## config.mk

```make
export PLATFORM = sky130hd
export DESIGN_NAME = memory_game_auto_player
export DESIGN_NICKNAME = d
export VERILOG_FILES = /design/src/rtl/memory_game_auto_player.sv
export SDC_FILE = /design/constraint.sdc
export NUM_CORES = 1
export LEC_CHECK = 0
export CORE_MARGIN = 2
export CORE_UTILIZATION = 32
export CTS_BUF_LIST = sky130_fd_sc_hd__clkbuf_8
export DETAILED_ROUTE_END_ITERATION = 8
export SETUP_SLACK_MARGIN = 0.1
export SLEW_MARGIN = 10
export SYNTH_ARGS = -nofsm -noshare
export SYNTH_HDL_FRONTEND = slang
export SYNTH_SLANG_ARGS = --single-unit
```

## constraint.sdc

```tcl
create_clock -name i_Clk -period 3.5 [get_ports i_Clk]
set_clock_uncertainty 0.2 [all_clocks]
set_input_delay 0.7 -clock i_Clk [delete_from_list [all_inputs] [get_ports i_Clk]]
set_output_delay 0.7 -clock i_Clk [all_outputs]
set_load 0.01 [all_outputs]
```

## src/rtl/memory_game_auto_player.sv

```systemverilog
// Automated opponent for the LED memory game: records the LED pattern the game
// shows, then replays it as timed switch presses; also issues the start chord.
module memory_game_auto_player #(
  parameter int unsigned GAME_LIMIT   = 6,
  parameter int unsigned PRESS_CLKS   = 2500000,
  parameter int unsigned RELEASE_CLKS = 2500000,
  parameter int unsigned QUIET_CLKS   = 75000000
) (
  input  logic                                i_Clk,
  input  logic                                i_Reset,
  input  logic                                i_Start,
  input  logic                                i_LED_1,
  input  logic                                i_LED_2,
  input  logic                                i_LED_3,
  input  logic                                i_LED_4,
  output logic                                o_Switch_1,
  output logic                                o_Switch_2,
  output logic                                o_Switch_3,
  output logic                                o_Switch_4,
  output logic                                o_Busy,
  output logic [$clog2(GAME_LIMIT+1)-1:0]     o_Seq_Len,
  output logic                                o_Overflow
);

  localparam int unsigned LEN_W    = $clog2(GAME_LIMIT + 1);
  localparam int unsigned IDX_W    = (GAME_LIMIT > 1) ? $clog2(GAME_LIMIT) : 1;
  localparam int unsigned MAX_PR   = (PRESS_CLKS > RELEASE_CLKS) ? PRESS_CLKS : RELEASE_CLKS;
  localparam int unsigned MAX_CLKS = (MAX_PR > QUIET_CLKS) ? MAX_PR : QUIET_CLKS;
  localparam int unsigned CNT_W    = (MAX_CLKS > 1) ? $clog2(MAX_CLKS) : 1;

  localparam logic [CNT_W-1:0] PRESS_LAST   = CNT_W'(PRESS_CLKS - 1);
  localparam logic [CNT_W-1:0] RELEASE_LAST = CNT_W'(RELEASE_CLKS - 1);
  localparam logic [CNT_W-1:0] QUIET_LAST   = CNT_W'(QUIET_CLKS - 1);
  localparam logic [LEN_W-1:0] LEN_FULL     = LEN_W'(GAME_LIMIT);

  typedef enum logic [2:0] {
    ST_IDLE,
    ST_START_PRESS,
    ST_START_RELEASE,
    ST_WATCH,
    ST_PRESS,
    ST_RELEASE
  } state_e;

  state_e           state_q, state_d;
  logic [CNT_W-1:0] cnt_q, cnt_d;
  logic [LEN_W-1:0] len_q, len_d;
  logic [IDX_W-1:0] rd_q, rd_d;
  logic             ovf_q, ovf_d;
  logic             busy_q, busy_d;
  logic [3:0]       sw_q, sw_d;
  logic [3:0]       led_q;
  logic [1:0]       pat_q [GAME_LIMIT];

  logic [3:0]       led_now;
  logic [3:0]       rise;
  logic             cap_valid;
  logic [1:0]       cap_id;
  logic             wr_en;

  assign led_now   = {i_LED_4, i_LED_3, i_LED_2, i_LED_1};
  assign rise      = led_now & ~led_q;
  assign cap_valid = |rise;

  // Lowest-numbered rising LED wins when several rise together
  always_comb begin
    cap_id = 2'd0;
    if (rise[0])      cap_id = 2'd0;
    else if (rise[1]) cap_id = 2'd1;
    else if (rise[2]) cap_id = 2'd2;
    else if (rise[3]) cap_id = 2'd3;
  end

  always_ff @(posedge i_Clk) begin
    if (i_Reset) begin
      state_q <= ST_IDLE;
      cnt_q   <= '0;
      len_q   <= '0;
      rd_q    <= '0;
      ovf_q   <= 1'b0;
      busy_q  <= 1'b0;
      sw_q    <= 4'b0000;
      led_q   <= 4'b0000;
    end else begin
      state_q <= state_d;
      cnt_q   <= cnt_d;
      len_q   <= len_d;
      rd_q    <= rd_d;
      ovf_q   <= ovf_d;
      busy_q  <= busy_d;
      sw_q    <= sw_d;
      led_q   <= led_now;
    end
  end

  always_ff @(posedge i_Clk) begin
    if (wr_en) pat_q[IDX_W'(len_q)] <= cap_id;
  end

  // Next state; the duration counter clears on every transition
  always_comb begin
    state_d = state_q;
    cnt_d   = cnt_q;
    len_d   = len_q;
    rd_d    = rd_q;
    ovf_d   = ovf_q;
    wr_en   = 1'b0;
    sw_d    = 4'b0000;
    busy_d  = 1'b0;

    case (state_q)
      ST_IDLE: begin
        cnt_d = '0;
        if (i_Start) state_d = ST_START_PRESS;
      end
      ST_START_PRESS: begin
        if (cnt_q == PRESS_LAST) begin
          state_d = ST_START_RELEASE;
          cnt_d   = '0;
        end else begin
          cnt_d = cnt_q + CNT_W'(1);
        end
      end
      ST_START_RELEASE: begin
        if (cnt_q == RELEASE_LAST) begin
          state_d = ST_WATCH;
          cnt_d   = '0;
          len_d   = '0;
        end else begin
          cnt_d = cnt_q + CNT_W'(1);
        end
      end
      // A capture takes priority over the quiet timeout in the same cycle
      ST_WATCH: begin
        if (cap_valid) begin
          if (len_q < LEN_FULL) begin
            wr_en = 1'b1;
            len_d = len_q + LEN_W'(1);
            cnt_d = '0;
          end else begin
            ovf_d = 1'b1;
          end
        end else if (len_q != '0) begin
          if (cnt_q == QUIET_LAST) begin
            state_d = ST_PRESS;
            cnt_d   = '0;
            rd_d    = '0;
          end else begin
            cnt_d = cnt_q + CNT_W'(1);
          end
        end
      end
      ST_PRESS: begin
        if (cnt_q == PRESS_LAST) begin
          state_d = ST_RELEASE;
          cnt_d   = '0;
        end else begin
          cnt_d = cnt_q + CNT_W'(1);
        end
      end
      ST_RELEASE: begin
        if (cnt_q == RELEASE_LAST) begin
          cnt_d = '0;
          if (LEN_W'(rd_q) == len_q - LEN_W'(1)) begin
            len_d   = '0;
            state_d = ST_WATCH;
          end else begin
            rd_d    = rd_q + IDX_W'(1);
            state_d = ST_PRESS;
          end
        end else begin
          cnt_d = cnt_q + CNT_W'(1);
        end
      end
      default: state_d = ST_IDLE;
    endcase

    // Switch drive follows the state being entered so it is registered in step
    case (state_d)
      ST_START_PRESS: sw_d = 4'b0011;
      ST_PRESS:       sw_d = 4'b0001 << pat_q[rd_d];
      default:        sw_d = 4'b0000;
    endcase
    busy_d = (state_d != ST_IDLE);
  end

  assign o_Switch_1 = sw_q[0];
  assign o_Switch_2 = sw_q[1];
  assign o_Switch_3 = sw_q[2];
  assign o_Switch_4 = sw_q[3];
  assign o_Busy     = busy_q;
  assign o_Seq_Len  = len_q;
  assign o_Overflow = ovf_q;

endmodule

```

# After elaboration in Yosys (flattened, before gate mapping)
# Memories as Yosys holds them, arrays and structs flattened.
# Index checks and enable logic that the tools add are counted.
dict set report word_totals {
  input_bits 7
  ramBits 12
  wordCells 83
  regBits 46
  output_inout_bits 9
  n_memories 1
}
dict set report classes {
  addsub 4
  order_cmp 1
  reduce_logical 10
  n_shift 1
  n_bitwise 3
  n_eq_ne 17
  n_mux 38
}
# name words word_bits read_ports rd_clocked_by_memory_dff wr line_no
set mem_list {}
lappend mem_list {pat_q 6 2 1 0 1 53} ;# logic [1:0] pat_q [GAME_LIMIT];
# cell count
set ops {}
lappend ops {{$mux W27} 5}
lappend ops {{$pmux W27 S3} 1}
lappend ops {{$mux W3} 19}
lappend ops {{$add A27 B1 Y27 const B} 1}
lappend ops {{$eq A27 B22 Y1 const B} 1}
lappend ops {{$eq A27 B27 Y1 const B} 1}
lappend ops {{$pmux W3 S6} 1}
lappend ops {{$reduce_bool A3 Y1} 4}
lappend ops {{$ne A2 B2 Y1 const B} 5}
lappend ops {{$eq A3 B3 Y1 const B} 3}
lappend ops {{$pmux W3 S3} 1}
lappend ops {{$mux W2} 4}
lappend ops {{$pmux W4 S2} 1}
lappend ops {{$reduce_or A4 Y1} 2}
lappend ops {{$add A3 B1 Y3 const B} 2}
lappend ops {{$eq A3 B1 Y1 const B} 2}
lappend ops {{$eq A3 B2 Y1 const B} 2}
lappend ops {{$ne A3 B3 Y1 const B} 2}
lappend ops {{$pmux W3 S2} 1}
lappend ops {{$reduce_and A3 Y1} 2}
lappend ops {{$reduce_and A6 Y1} 1}
lappend ops {{$mux W1} 5}
lappend ops {{$and A4 B4 Y4} 1}
lappend ops {{$not A4 Y4} 1}
lappend ops {{6 further kinds} 6}

# Longest topological paths before layout
# An unclocked memory read counts as a cell.
dict set report logic_depth {
  depth_word 8
  ltp_mapped 12
  depth_no_buf 10
}

# Worst setup path after synthesis
# Ideal clock, no wire load.
dict set report synth_path {
  path_type {input to register}
  from {input port i_LED_1}
  to {register sw_q[0]}
  arrival_time_ns 3.073
  slack_ns 0.143
  path_stages 8
  setup_ns 0.084
  cell_sequence {nor2b_4 or4_4 or4_4 nand3_2 nand2_4 mux2_1 mux4_2 o31ai_2}
}
dict set report synth_via {
  elab_chain_cells 7
  word_cells_on_any_way 11
  cone_classes {eq/ne: 2; shift: 1; mux: 5; bitwise: 1; reduce/logical: 1; memory: 1}
}
# element line_no
set synth_rtl {}
lappend synth_rtl {{from (decl)} 12} ;# input logic i_LED_1,
lappend synth_rtl {{$and A4 B4 Y4 (*)} 62} ;# assign rise = led_now & ~led_q;
lappend synth_rtl {{$reduce_or A4 Y1 (*)} 63} ;# assign cap_valid = |rise;
lappend synth_rtl {{$mux W3} 135} ;# if (cap_valid) begin
lappend synth_rtl {{$pmux W3 S2} 111} ;# case (state_q)
lappend synth_rtl {{$mem_v2 Z6 W2} -}
lappend synth_rtl {{$shl A1 B2 Y4} 181} ;# ST_PRESS: sw_d = 4'b0001 << pat_q[rd_d];
lappend synth_rtl {{$pmux W4 S2 (*)} 179} ;# case (state_d)
lappend synth_rtl {{to (signal assigned)} 91} ;# sw_q <= sw_d;
lappend synth_rtl {{to (decl)} 51} ;# logic [3:0] sw_q, sw_d;
# Mark *: on every way between the ends. The rest lies on a longest branch, timed or not.
# A chain may end at the register's enable or synchronous reset.

# Worst setup path in the final report
# Ends and elaborated chain as after synthesis.

==> results_dict.tcl <==
set metrics [dict create \
    antenna_found_initial 0 \
    syn-num-nets 329 \
    rrSetupSlack_ns 0.34 \
    r2r_cells 10 \
    leakagePower_nw 1.31 \
    pwr_density_cell_nw_per_um2 384 \
    place_inst 456 \
    numClockSinks 58 \
    worst_pin_slew_ns 0.704 \
    cts_hold_buf 0 \
    layoutNonFillerInstCount 473 \
    syn_area_per_cell_um2 9.31 \
    root_buffer "clkbuf_8" \
    synth_common_cells "nor2_1 (49), dfxtp_1 (46), nand2_1 (22)" \
    place_hpwl_um 4720 \
    critPathTopFamily "simple AND/OR/NAND/NOR gates" \
    fin_nets 369 \
    fillers 909 \
    wl_um 6520 \
    yosysTopAreaCell "dfxtp_1" \
    port_buffers 15 \
    die_y_um 100 \
    io_pins 16 \
    crit_end "sw_q[0]$_SDFF_PP0_" \
    crit_arrival_ns 3.24 \
    num_antenna_cells 0 \
    seq_area_frac_synth_pct 43.4 \
    synth-edff-count 12 \
    ys_top_cells_by_area "dfxtp_1 (31%), edfxtp_1 (12%), nor2_1 (6.2%)" \
    r2r_end "sw_q[0]$_SDFF_PP0_" \
    finalCritPeriodShare_pct 90.6 \
    yosysWarnings 0 \
    rsz0062_at_grt "false" \
    endpoint_kind "flop" \
    vias_per_cell 4.96 \
    grt_use_total_pct 14.1 \
    drc 0 \
    start_util_pct 32.4 \
    hold_path_class "reg2reg" \
    min_period_ns 3.17 \
    max_slew_margin_pct 52.7 \
    synth-seq-cells 58 \
    peakVddDrop_v 0.000127 \
    crit_cells 9 \
    grt_pass1_wl_um 10900 \
    required_ns 3.57 \
    insertion_delay_ns 0.35 \
    cp_slowest_stage_delay_ns 0.57 \
    fp.dieArea_um2 10000 \
    synth_area_um2 2950 \
    fmax_mhz 315 \
    r2r-start "cnt_q[0]$_SDFFE_PP0P_" \
    drtAntennaViolNets 0 \
    synthDistinctLibCells 53 \
    worstPathBufferInverterCount 1 \
    setup_viol 0 \
    hold_violations 0 \
    synth_top_area_share_pct 31.2 \
    clock_path_buffers 2 \
    cp_common_cell "or4_4" \
    slowest_stage "or4_4" \
    slew_violations 0 \
    wl_per_cell_um 13.8 \
    criticalPathCategory "in2reg" \
    initialDrtViolationCount 107 \
    drv_cap 0 \
    area_growth_pct 22.7 \
    finalHoldWorstSlack_ns 0.275 \
    grt_pass1_vias 2236 \
    dr.pass1.iters 4 \
    drive_gt1_share_pct 17.7 \
    path_cells "dlymetal6s2s_1 -> nor2b_4 -> or4_4 -> or4_4 -> nand3_4 -> nand2_4 -> mux2_1 -> mux4_2 -> o31ai_2" \
    outcome "completed" \
    cts_tree "done" \
    core_area_um2 9110 \
    synth-main-ff-cell "dfxtp_1" \
    cts.clk_slew.worst_paths_ns 0.07 \
    start_kind "primary input" \
    cp_max_fo 4 \
    netlist_instances 317 \
    overflow 0 \
    cts_made_buffers 9 \
    async_flop_share_pct 0 \
    rows 35 \
    ctsHtreeMaxLevel 3 \
    dieWidth_um 100 \
    gp_congestion 0.878 \
    synth_most_common_cell "nor2_1" \
    cp-startpoint "i_LED_1" \
    num_vias 2345 \
    grt_max_degree 27 \
]
-- cell families after synthesis --
kind of cell	after synthesis	synth area share (%)
AOI/OAI and AO/OA	38	8.48
xor gates and xnor gates	25	7.88
adders and majority gates	5	2.12
buffers and inverters	23	3.82
DFF	58	43.4
muxes	12	5.38
and+or+nand+nor	156	28.9
-- cells in the final DEF (no fill, tap or decap), types with 6 or more instances in the layout --
cell type | synthesis | final
a21oi_1 | 12 | 12
and3_1 | 7 | 7
buf_4 | 0 | 26
clkbuf_8 | 0 | 10
clkdlybuf4s50_1 | 0 | 11
dfxtp_1 | 46 | 46
edfxtp_1 | 12 | 12
inv_1 | 10 | 11
nand2_1 | 22 | 22
nand3_1 | 13 | 13
nand4_1 | 9 | 9
nor2_1 | 49 | 49
nor2b_1 | 11 | 9
nor3_1 | 9 | 8
o21ai_0 | 6 | 6
xnor2_1 | 11 | 11
xor2_1 | 13 | 13
-- power breakdown --
| part | leakage, nW | switching, mW | internal [mW] |
|---|---|---|---|
| Combinational | 0.723 | 0.0367 | 0.0372 |
| Sequential | 0.484 | 0.00728 | 0.690 |
| Clock | 0.104 | 0.275 | 0.343 |
-- what timing repair did --
item                       CTS  global route
gates resized for setup      4            10
pin swaps                    2             5
buffers inserted             0             1
setup endpoints to repair    9             6
-- layer usage --
metal | up-vias | global-route usage [%] | routed length (um)
li1 | 1202 | - | -
met2 | 47 | 23.2 | 3110
met5 | - | 0 | 0
met4 | 0 | 5.37 | 103
met3 | 10 | 4.25 | 272
met1 | 1086 | 17.4 | 3030
-- worst min-delay path by stage --
stage | startpoint | endpoint | depth (start not counted)
floorplan | cnt_q[7]$_SDFFE_PP0P_ | cnt_q[7]$_SDFFE_PP0P_ | 2
global placement | o_Overflow$_SDFFE_PP0P_ | o_Overflow$_SDFFE_PP0P_ | 2
detailed placement | o_Overflow$_SDFFE_PP0P_ | o_Overflow$_SDFFE_PP0P_ | 2
CTS | o_Overflow$_SDFFE_PP0P_ | o_Overflow$_SDFFE_PP0P_ | 2
global route | o_Overflow$_SDFFE_PP0P_ | o_Overflow$_SDFFE_PP0P_ | 2
finish | o_Overflow$_SDFFE_PP0P_ | o_Overflow$_SDFFE_PP0P_ | 2
-- flip-flops by register name, summed over array words and instances, names as in the netlist --
signal      cells
cnt_q          27
led_q           4
o_Busy          1
o_Overflow      1
o_Seq_Len       3
pat_q          12
rd_q            3
state_q         3
sw_q            4
-- cell type report --
class / instances / area, um^2 / share of cell area (%)
Tap cell: 111 / 139 / 3.84
Clock buffer: 10 / 138 / 3.80
Sequential cell: 58 / 1280 / 35.4
Multi-Input combinational cell: 236 / 1590 / 44.0
Timing Repair Buffer: 42 / 375 / 10.4
Clock inverter: 6 / 57.6 / 1.59
Inverter: 10 / 37.5 / 1.04
-- per-stage QoR --
step / power (mW) / util, % / setup TNS (ns) / setup WS (ns) / cell area [um^2]
after global placement: 0.786 / 37.0 / -3.57 / -0.350 / 3370
after CTS: 1.41 / 39.3 / 0 / 0.107 / 3580
final: 1.39 / 39.8 / 0 / 0.328 / 3620
after floorplan: 0.750 / - / 0 / 0.143 / 2950
after global routing: 1.45 / 39.8 / 0 / 0.198 / 3620
after detailed placement: 0.786 / 37.0 / -3.85 / -0.395 / 3370
-- worst reg2reg max path: stages, from the launching register on --
cell and delay (ns):
dfxtp_1 0.36, ha_1 0.21, nor4bb_1 0.30, nand4_1 0.13, buf_4 0.19, or4_4 0.52, nand3_4 0.12, nand2_4 0.07
mux2_1 0.31, mux4_2 0.47, o31ai_2 0.21
Power figures use the tool's default switching activity.
==> patch 1: new RTL, same flow settings <==
The parameter `GAME_LIMIT` goes from 6 to 12.
--- a/src/rtl/memory_game_auto_player.sv
+++ b/src/rtl/memory_game_auto_player.sv
@@ -1,7 +1,7 @@
 // Automated opponent for the LED memory game: records the LED pattern the game
 // shows, then replays it as timed switch presses; also issues the start chord.
 module memory_game_auto_player #(
-  parameter int unsigned GAME_LIMIT   = 6,
+  parameter int unsigned GAME_LIMIT   = 12,
   parameter int unsigned PRESS_CLKS   = 2500000,
   parameter int unsigned RELEASE_CLKS = 2500000,
   parameter int unsigned QUIET_CLKS   = 75000000
Ports: changed (resized o_Seq_Len); port bits go from 16 to 17. The function was not compared with the original's and may differ.
==> patch 1 against the original RTL <==
- worst setup slack worse by 0.099 ns
- design area rose by 21%
- routed wire length is 22% higher
- synthesized area rose by 23%
- largest cell class unchanged
- largest power group unchanged
- critical path depth increased by 3
- sequential cell count rose by 14
- hold slack gained 0.046 ns
- total power is 19% higher
- register-to-register slack worse by 0.10 ns
==> patch 1: results (changes against the original RTL) <==
Status
  – Status: complete, no violations (unchanged)

Power
  – PwrDens: 378 nW/µm² (was 384 nW/µm²)
  – Worst ir drop on vdd: 0.000170 V (was 0.000127 V)
  – Leak: 1.57 nW (was 1.31 nW)

Placed design
  – Post-place setup slack: -0.170 ns (was -0.395 ns)
  – DP HPWL: 5790 µm (was 4720 µm)
  – Placement Cell Area: 4120 µm² (was 3370 µm²)
  – Routability cong.: 0.843 (was 0.878)
  – PortBufs: 16 (was 15)
  – Cells after DPL: 542 (was 456)

Route
  – Vias per cell: 5.02 (was 4.96)
  – Vias: 2,804 (was 2,345)
  – Iter 0 DRT Violations: 135 (was 107)
  – Wl on met1: 4080 µm (was 3030 µm)
  – Met2 routed WL: 3450 µm (was 3110 µm)
  – Met3 wire len: 304 µm (was 272 µm)
  – WL/cell: 14.2 µm (was 13.8 µm)

Logic synthesis
  – Post-synth cell types: 63 (was 53)
  – Area share of the leading cell type in the synthesized netlist: 0.264 (was 0.312)
  – Sequential area share after synthesis: 0.462 (was 0.434)
  – Synth top cells by count: 48 x dfxtp_1, 46 x nor2_1, 28 x nand2_1, 24 x edfxtp_1, 19 x xor2_1 (was 49 x nor2_1, 46 x dfxtp_1, 22 x nand2_1, 13 x nand3_1, 13 x xor2_1)
  – Synth top area cells: dfxtp_1 26%, edfxtp_1 20%, nor2_1 4.7% (was dfxtp_1 31%, edfxtp_1 12%, nor2_1 6.2%)
  – Gate Count Post-Synth: 373 (was 317)
  – EDFF count, synth: 24 (was 12)
  – Post-synth net total: 386 (was 329)

Finish
  – FILL cells: 1,060 (was 909)
  – N_diodes: 0 (unchanged)
  – Top Registers: cnt_q x27, pat_q x24 (was cnt_q x27, pat_q x12)
  – Ratio of cells with drive above 1 in the final layout: 0.160 (was 0.177)
  – Final net count: 427 (was 369)

Global route
  – Met2 GRT Util: 0.196 (was 0.232)
  – Global-route wire length before repair: 13,000 µm (was 10,900 µm)
  – Total GRT Usage: 0.132 (was 0.141)
  – Met1 usage: 0.184 (was 0.174)
  – Vias in the first global route: 2,644 (was 2,236)
  – Met3 global-route usage: 0.0318 (was 0.0425)

Timing
  – Period Utilization, post-route: 0.935 (was 0.906)
  – Hold WS: 0.321 ns (was 0.275 ns)
  – Rel. slew slack: 0.542 (was 0.527)

Critical path
  – CP Launch Point: i_LED_4 (was i_LED_1)
  – R2R setup slack: 0.24 ns (was 0.34 ns)
  – Crit-path slowest cell: clkdlybuf4s50_1 (was or4_4)
  – Worst path max stage delay: 0.46 ns (was 0.57 ns)
  – Worst EP arrival: 3.30 ns (was 3.24 ns)
  – CP Max Fanout: 6 (was 4)
  – R2r worst-path depth: 12 (was 10)
  – CP Capture Point: sw_q[3] (was sw_q[0])

Min path
  – Worst Hold Endpoint: cnt_q[11] (was o_Overflow)
  – Worst Hold Class: flip-flop to flip-flop (unchanged)
  – Hold path startpoint: cnt_q[11] (was o_Overflow)
-- patch 1: repair_timing --
item	in CTS	in global routing
setup endpoints to repair	0	4
setup buffers	0	1
hold endpoints to repair	0	0
hold buffers	0	0
gates resized for setup	0	8
-- patch 1: layout make-up --
class,instances,share of cell area
Tap cell,140,0.0401
Clock inverter,7,0.0203
Sequential cell,72,0.385
Clock buffer,9,0.0283
Timing Repair Buffer,44,0.0876
Multi-Input combinational cell,278,0.431
Inverter,9,0.00773
-- patch 1: logic make-up after synthesis --
group / Yosys count / synth area share
multiplexers: 14 / 0.0406
adder cells (fa/ha/maj): 6 / 0.0206
AO/OA/AOI/OAI: 63 / 0.127
XOR/XNOR: 29 / 0.0736
flip-flops: 72 / 0.462
buffers and inverters: 23 / 0.0265
AND/OR/NAND/NOR: 166 / 0.249
-- patch 1: power by group --
group	internal [mW]	switching, mW
combinational	0.0304	0.0313
sequential	0.871	0.00510
clock	0.396	0.319
==> patch 2: new RTL, config.mk and constraints unchanged <==
Without the edit above. Add an input register stage for `i_Start`, `i_LED_1`, `i_LED_2`, `i_LED_3` and `i_LED_4`; this delays them by one clock.
--- a/src/rtl/memory_game_auto_player.sv
+++ b/src/rtl/memory_game_auto_player.sv
@@ -42,6 +42,20 @@
     ST_RELEASE
   } state_e;
 
+  logic i_Start_q;
+  logic i_LED_1_q;
+  logic i_LED_2_q;
+  logic i_LED_3_q;
+  logic i_LED_4_q;
+
+  always_ff @(posedge i_Clk) begin
+    i_Start_q <= i_Start;
+    i_LED_1_q <= i_LED_1;
+    i_LED_2_q <= i_LED_2;
+    i_LED_3_q <= i_LED_3;
+    i_LED_4_q <= i_LED_4;
+  end
+
   state_e           state_q, state_d;
   logic [CNT_W-1:0] cnt_q, cnt_d;
   logic [LEN_W-1:0] len_q, len_d;
@@ -58,7 +72,7 @@
   logic [1:0]       cap_id;
   logic             wr_en;
 
-  assign led_now   = {i_LED_4, i_LED_3, i_LED_2, i_LED_1};
+  assign led_now   = {i_LED_4_q, i_LED_3_q, i_LED_2_q, i_LED_1_q};
   assign rise      = led_now & ~led_q;
   assign cap_valid = |rise;
 
@@ -111,7 +125,7 @@
     case (state_q)
       ST_IDLE: begin
         cnt_d = '0;
-        if (i_Start) state_d = ST_START_PRESS;
+        if (i_Start_q) state_d = ST_START_PRESS;
       end
       ST_START_PRESS: begin
         if (cnt_q == PRESS_LAST) begin
Behaviour: not the same (a bounded check fails within 4 cycles, from zero or initial values and one cycle with i_Reset high).
==> patch 2 against the original RTL <==
- critical endpoint is now sw_q[1]
- total power up 15%
- sequential share of layout area up 1.1 points
- non-clock buffer count shrank 20
- final cell count rose by 8.9%
- synthesized area increased by 8.9%
- worst setup slack better by 0.070 ns
- design area grew 4.7%
- critical path type is now flip-flop to flip-flop
- sequential power grew 8.2%
- highest routed layer unchanged
- routed wire length up 7.5%
- sequential cell count is 5 higher
==> patch 2: results (changes against the original RTL) <==
Status
  – Status: complete, no violations (unchanged)

Finish
  – Non-Filler Instances: 515 (was 473)
  – Ratio of cells with drive above 1 in the final layout: 0.0995 (was 0.177)

Critical path
  – Reg-to-Reg Start: o_Seq_Len[2] (was cnt_q[0])
  – Worst R2R End: sw_q[1] (was sw_q[0])
  – Crit-path slowest cell: dfxtp_1 (was or4_4)
  – Worst EP arrival: 3.15 ns (was 3.24 ns)
  – R2r worst-path depth: 8 (was 10)

Placed design
  – DP HPWL: 5120 µm (was 4720 µm)
  – Cells after DPL: 499 (was 456)
  – Routability cong.: 0.904 (was 0.878)
  – Placement Cell Area: 3530 µm² (was 3370 µm²)

Global route
  – Total GRT Usage: 0.137 (was 0.141)
  – Global-route wire length before repair: 11,900 µm (was 10,900 µm)
  – Met2 GRT Util: 0.203 (was 0.232)
  – Met1 usage: 0.181 (was 0.174)
  – Largest net degree at the start of global routing: 28 (was 27)
  – Vias in the first global route: 2,419 (was 2,236)

Logic synthesis
  – Avg Inst Size Synth: 9.01 µm² (was 9.31 µm²)
  – Synth Area in Compound Gates: 0.124 (was 0.0848)
  – Multiplexer share of the synthesized area: 0.0222 (was 0.0538)
  – Sequential area share after synthesis: 0.430 (was 0.434)
  – Post-synth cell types: 63 (was 53)

Min path
  – Worst Hold Endpoint: led_q[3] (was o_Overflow)
  – Hold Path Cell Cnt: 1 (was 2)

Power
  – Seq power: 755 µW (was 698 µW)
  – PwrDens: 421 nW/µm² (was 384 nW/µm²)

Timing
  – Hold WS: 0.261 ns (was 0.275 ns)

Route
  – Met3 wire len: 338 µm (was 272 µm)
  – Iter 0 DRT Violations: 122 (was 107)
-- patch 2: cell types whose count changed after synthesis, moves of 4 or more --
cell     unedited run  this run
o21ai_0             6        15
nor2_1             49        59
and2_1              2         6
and4_1              1         5
dfxtp_1            46        51
-- patch 2: worst max-delay path by stage --
stage	end	slack [ns]	from	cells past startpoint
after floorplan	sw_q[1]	0.58	o_Seq_Len[0]	10
after global placement	sw_q[1]	0.40	o_Seq_Len[0]	10
after detailed placement	sw_q[1]	0.32	o_Seq_Len[0]	10
after CTS	sw_q[1]	0.31	o_Seq_Len[0]	10
after global routing	sw_q[1]	0.22	cnt_q[10]	8
final	sw_q[1]	0.40	o_Seq_Len[2]	8
-- patch 2: area by class of cell --
class                   instances  area (µm²)
multi-input cells             270        1750
flip-flops and latches         63        1380
fillers                       990        5980
inverters                      11        41.3
well taps                     133         166
clock buffers                  10         138
clock inverters                 6         108
repair buffers                 22         203
